**src/rtl/xnur_arbiter.sv**
```systemverilog
// xnur_arbiter
// Two-requester arbiter around a 1-bit XNOR unit. One operation is in
// flight at a time: a request accepted in IDLE is granted in EXEC and its
// result is strobed in DONE, giving one operation per three cycles.
//
// Ports
//   clk      in   single clock, rising edge
//   rst      in   synchronous, active-high reset
//   req0     in   requester 0 request
//   a0, b0   in   requester 0 operands
//   req1     in   requester 1 request
//   a1, b1   in   requester 1 operands
//   ready    out  arbiter can accept a request this cycle
//   gnt0     out  one-cycle grant: requester 0 operands captured
//   gnt1     out  one-cycle grant: requester 1 operands captured
//   y_valid  out  one-cycle result strobe
//   y        out  result bit, held outside DONE
//   y_id     out  owner of y, held outside DONE
//
// Build option
//   XNUR_ROUND_ROBIN_EN  when defined, simultaneous requests alternate
//                        between requesters; otherwise requester 0 wins.
//
// state | meaning
// ------+---------------------------------------------------------
// IDLE  | ready; accepts a request, captures winner operands
// EXEC  | grant pulse to owner; result registered at the edge
// DONE  | y_valid pulse; returns to IDLE
module xnur_arbiter (
    input  logic clk,
    input  logic rst,
    input  logic req0,
    input  logic a0,
    input  logic b0,
    input  logic req1,
    input  logic a1,
    input  logic b1,
    output logic ready,
    output logic gnt0,
    output logic gnt1,
    output logic y_valid,
    output logic y,
    output logic y_id
);

    typedef enum logic [1:0] {
        S_IDLE = 2'd0,
        S_EXEC = 2'd1,
        S_DONE = 2'd2
    } state_t;

    state_t r_state;
    state_t w_state_nxt;

    logic r_owner;
    logic r_hold_a;
    logic r_hold_b;
    logic r_y;
    logic r_y_id;

    logic w_accept;
    logic w_winner;
    logic w_tie_winner;
    logic w_sel_a;
    logic w_sel_b;

`ifdef XNUR_ROUND_ROBIN_EN
    // Reset value 1 makes requester 0 win the first tie.
    logic r_last;

    always_ff @(posedge clk) begin
        if (rst) begin
            r_last <= 1'b1;
        end else if (w_accept) begin
            r_last <= w_winner;
        end
    end

    assign w_tie_winner = ~r_last;
`else
    assign w_tie_winner = 1'b0;
`endif

    assign w_accept = (r_state == S_IDLE) && (req0 || req1);
    assign w_winner = (req0 && req1) ? w_tie_winner : req1;
    assign w_sel_a  = w_winner ? a1 : a0;
    assign w_sel_b  = w_winner ? b1 : b0;

    always_ff @(posedge clk) begin
        if (rst) begin
            r_state <= S_IDLE;
        end else begin
            r_state <= w_state_nxt;
        end
    end

    // Outputs are forced to their idle values while rst is high so that an
    // operation caught by reset in EXEC or DONE emits no pulse.
    always_comb begin
        w_state_nxt = r_state;
        ready       = 1'b0;
        gnt0        = 1'b0;
        gnt1        = 1'b0;
        y_valid     = 1'b0;
        case (r_state)
            S_IDLE: begin
                ready = 1'b1;
                if (w_accept) begin
                    w_state_nxt = S_EXEC;
                end
            end
            S_EXEC: begin
                gnt0        = ~r_owner;
                gnt1        = r_owner;
                w_state_nxt = S_DONE;
            end
            S_DONE: begin
                y_valid     = 1'b1;
                w_state_nxt = S_IDLE;
            end
            default: begin
                w_state_nxt = S_IDLE;
            end
        endcase
        if (rst) begin
            ready   = 1'b1;
            gnt0    = 1'b0;
            gnt1    = 1'b0;
            y_valid = 1'b0;
        end
    end

    // Capture rule: a=1,b=1 is stored as 0,0; every other pair unchanged.
    always_ff @(posedge clk) begin
        if (rst) begin
            r_owner  <= 1'b0;
            r_hold_a <= 1'b0;
            r_hold_b <= 1'b0;
            r_y      <= 1'b0;
            r_y_id   <= 1'b0;
        end else begin
            if (w_accept) begin
                r_owner  <= w_winner;
                r_hold_a <= w_sel_a & ~w_sel_b;
                r_hold_b <= w_sel_b & ~w_sel_a;
            end
            if (r_state == S_EXEC) begin
                r_y    <= ~(r_hold_a ^ r_hold_b);
                r_y_id <= r_owner;
            end
        end
    end

    assign y    = r_y;
    assign y_id = r_y_id;

endmodule
```
**config.mk**
```make
export PLATFORM = sky130hd
export DESIGN_NAME = xnur_arbiter
export DESIGN_NICKNAME = d
export VERILOG_FILES = /design/src/rtl/xnur_arbiter.sv
export SDC_FILE = /design/constraint.sdc
export NUM_CORES = 1
export LEC_CHECK = 0
export ABC_AREA = 1
export CORE_AREA = 2 2 39 41
export CTS_BUF_LIST = sky130_fd_sc_hd__clkbuf_8
export DETAILED_ROUTE_END_ITERATION = 6
export DIE_AREA = 0 0 41 43
export PLACE_DENSITY = 0.54
export SYNTH_ARGS = -nofsm -noshare
export SYNTH_HDL_FRONTEND = slang
export SYNTH_SLANG_ARGS = --single-unit
export TNS_END_PERCENT = 1
```
**constraint.sdc**
```tcl
create_clock -name clk -period 1 [get_ports clk]
set_clock_uncertainty 0.1 [all_clocks]
set_input_delay 0.1 -clock clk [delete_from_list [all_inputs] [get_ports clk]]
set_output_delay 0.1 -clock clk [all_outputs]
set_load 0.03 [all_outputs]
```
* Word-level counts from Yosys, hierarchy flattened
Cells that the tools add are included.
** Word-level totals
- Input port bits :: 8
- Word-level logic and storage cells :: 33
- Flip-flop bits (word level) :: 7
- Output and inout bits :: 6
** Operators by class
- Bitwise operators :: 7
- Multiplexer cells :: 13
- Reductions and logical operators :: 4
- Eq/ne operators :: 3
** Operators by type and width (number)
- $mux W1 :: 11
- $not A1 Y1 :: 4
- $pmux W2 S2 :: 1
- $and A1 B1 Y1 :: 2
- $eq A2 B1 Y1 const B :: 1
- $eq A2 B2 Y1 const B :: 1
- $logic_and A1 B1 Y1 :: 2
- $logic_not A2 Y1 :: 1
- $mux W2 :: 1
- $ne A2 B2 Y1 const B :: 1
- $logic_or A1 B1 Y1 :: 1
- $xor A1 B1 Y1 :: 1

* Logic depth before layout (Yosys ltp)
- Depth in word-level cells :: 5
- Depth in mapped cells :: 6
- Mapped depth without buffers :: 6

* Worst setup path before layout
OpenSTA, ideal clock, no wires.
- Path type :: register to output
- From :: register r_state[0]
- To :: output port gnt0
- Path buffers :: 0
- Data arrival time :: 1.225 ns
- Stages on the path, launching flop included :: 5
- Slack :: -0.425 ns
- Required time :: 0.800 ns
- Cell sequence :: dfxtp_1 > inv_1 > nor2_2 > inv_2 > nor3_1
** On the way
- Cells in the longest elaborated chain, start to end :: 3
** Ends and longest elaborated chain
- start: declaration :: line 52 : state_t r_state;
- start signal: assignment :: line 93 : r_state <= w_state_nxt;
- $eq A2 B1 Y1 :: line 105 : case (r_state)
- $mux W1 :: line 105
- $mux W1 :: line 125 : if (rst) begin
- end: declaration :: line 39 : output logic gnt0,
Every way passes these cells.

* Worst setup path in the final report
- From :: register r_state[0]
- To :: output port gnt1
** On the way
- Cells in the longest elaborated chain, start to end :: 3
** Ends and longest elaborated chain
- $eq A2 B1 Y1 :: line 105
- $mux W1 :: line 105
- $mux W1 :: line 125
- end: declaration :: line 40 : output logic gnt1,
Every way passes these cells.

==> metrics.txt <==
initial antenna violation count=0; crit-path leading delay family=flip-flops; FP Rows=14; Synth top area share=37.2%; Area contributors post-synth=dfxtp_1, nand2_1, inv_1; largest net degree at the start of global routing=9; flop-to-flop setup slack=0 ns; worst path cell trace=inv_2 -> nor2_4 -> nand2_1 -> nor2_1 -> buf_4; Core Footprint=0.00138 mm2; Die Wd=41 um; DRC=0; Starting Density=approximately 27%; Clock Tree Root=clkbuf_8; fin nets=93; asr flop ratio synth=0%; Worst Path Arrival=between 1 and 1.5 ns; fillers=150; clk slew on worst S/H paths=0.04 ns; Yosys warning count=0; area of the multi-input gates=around 200 um2; via count=between 400 and 500; Setup crit start kind=flop; die area=between 0.0015 and 0.002 mm2; Hold Violations, Final=0; failing checks=negative setup slack; count of pins over their slew limit=0; leading area contributor after synthesis=dfxtp_1; post-route cell area=619 um2; clock tree sinks=7; Hold Crit Class=in2reg; Peak Freq=~0.8 GHz; TritonCTS Buffers=3; Final WS setup=-0.232 ns; Inserted Diodes=0; combinational power share=between 20% and 30%; Crit path required time=~0.8 ns; DP HPWL=627 um; Initial DRT Pass Iterations=3; cell count after synthesis=61; worst path buffer plus inverter count=2; Post-Syn Area=377 um2; die height=between 40 and 50 um; Max IR drop VDD=~0.00044 V; TritonCTS clock tree=yes; sequential-to-total area share from yosys stat=between 30% and 40%; Slew @ Worst Pin=~0.31 ns; slowest stage cell, crit path=dfxtp_2; vias in the first global route=367; Longest Clk Path Bufs=2; first-pass GRT wire length=~1200 um; CP Max Fanout=3; NetSw=0.244 mW; port bufs=13; Via-to-Cell Ratio=slightly above 4; Tcrit/Tclk final=123%; clock power share=41.5%; synth-to-layout area growth=64.5%; Commonest cells post-synth=nand2_1, inv_1, dfxtp_1; Total Wirelength=approximately 800 um; placed inst area=~560 um2; WL per Instance=approximately 8 um; share of cells above drive strength 1=32.1%; Inst Count DP=95; Setup crit end kind=output port; relative slew slack=between 70% and 80%; max-cap viol count=0; IO Count=14; Main synth FF type=dfxtp_1; final critical-path required period=roughly 1.2 ns; synthesized area per cell=about 6.2 um2; number of synthesized register bits=7; CP peak stage delay=0.34 ns; GRT Overall Usage=between 10% and 20%; Sw Ratio=26.7%; total congestion overflow=0; Post-synth EDFFs=0; Cell Pwr Density=~1500 mW/mm2; FF/Latch Area=roughly 140 um2; Internal Pwr Total=0.670 mW; Fin Hold WS=0.266 ns; status=finished with violations; gpl congestion=~0.62; Yosys cell types=13; H-tree Lvls=1; Seq pwr share=35.1%; RSZ-0062 raised after global routing=yes; most frequent cell after synthesis=nand2_1; WS Path Type=reg2out; Clk Latency, worst-skew pair=~0.22 ns; Syn Nets=69; 1st-iter DRT viols=3; leakage=0.320 nW; Non-Filler Instances=100; Final ANT Viol Nets=0; final setup fails=6
routing by layer:
metal  vias to the layer above  GRT usage, %  part of all wire (%)
li1                        231             -                     -
met1                       169          9.71                    45
met2                        13          17.2                    49
met3                         0          3.14                   5.9
met4                         0          6.00                     0
met5                         -             0                     0
cell usage in the layout (no fill, tap or decap), drive strengths merged:
cell and count:
clkdlybuf4s50 5, dlygate4sd2 2, clkbuf 3, a21oi 5, buf 13, xnor2 1
nor3 2, inv 14, nor2 5, nand2 21, o21ai 1, dfxtp 7
nand3 5
final cells by class:
cell class                      instances  share of cell area, %
Clock buffer                            3                   6.67
Clock inverter                          1                  0.606
Inverter                               13                   7.88
Multi-Input combinational cell         40                   31.9
Sequential cell                         7                   23.0
Tap cell                               16                   3.23
Timing Repair Buffer                   20                   26.7
sequential cells by signal, indices dropped and copies added, names as in the netlist:
name and count:
r_hold_a 1, r_hold_b 1, r_owner 1, r_state 2, y 1, y_id 1
worst paths after layout:
check,from,end,cells past startpoint
worst min-delay path,rst,r_state[1]$_SDFFE_PP0P_,2
worst max register to register,r_state[0]$_SDFFE_PP0P_,y$_SDFFE_PP0N_,6
worst max-delay path,r_state[0]$_SDFFE_PP0P_,gnt1,5
worst min register to register,y_id$_SDFFE_PP0N_,y_id$_SDFFE_PP0N_,2
repair_timing:
item                       in CTS  in global routing
setup endpoints to repair       9                  9
resized for setup               6                  1
hold buffers                    0                  0
cloned                          0                  0
pin swaps                       1                  2
setup buffers                   1                  0
power groups by stage:
stage	clock (mW)	combinational, mW	sequential, mW
after floorplan	0	0.109	0.332
after global placement	0	0.208	0.323
after detailed placement	0	0.208	0.323
after CTS	0.391	0.216	0.322
after global routing	0.407	0.239	0.324
final	0.380	0.213	0.321
worst register-to-register path, stage by stage (launching register included):
cell     delay (ns)
dfxtp_2        0.34
inv_2          0.05
nor2_4         0.10
buf_4          0.11
buf_4          0.09
nand2_1        0.04
a21oi_1        0.11
per-stage QoR:
step,TNS (ns),power [mW],worst slack [ns],util [%]
after floorplan,-0.400,0.441,-0.216,-
after global placement,-2.44,0.531,-0.310,40.6
after detailed placement,-2.50,0.532,-0.307,40.6
after CTS,-1.03,0.928,-0.269,44.8
after global routing,-1.49,0.970,-0.320,44.8
final,-0.867,0.914,-0.232,44.8
kinds of logic (layout without fill, tap and decap cells):
| family | count (synthesis) | in the layout | share of synthesized area [%] |
|---|---|---|---|
| xor+xnor | 1 | 1 | 2.33 |
| flops | 7 | 7 | 37.2 |
| buf+inv | 14 | 37 | 14.3 |
| simple gates | 33 | 33 | 37.2 |
| compound gates | 6 | 6 | 8.97 |
(Power assumes the default switching activity.)
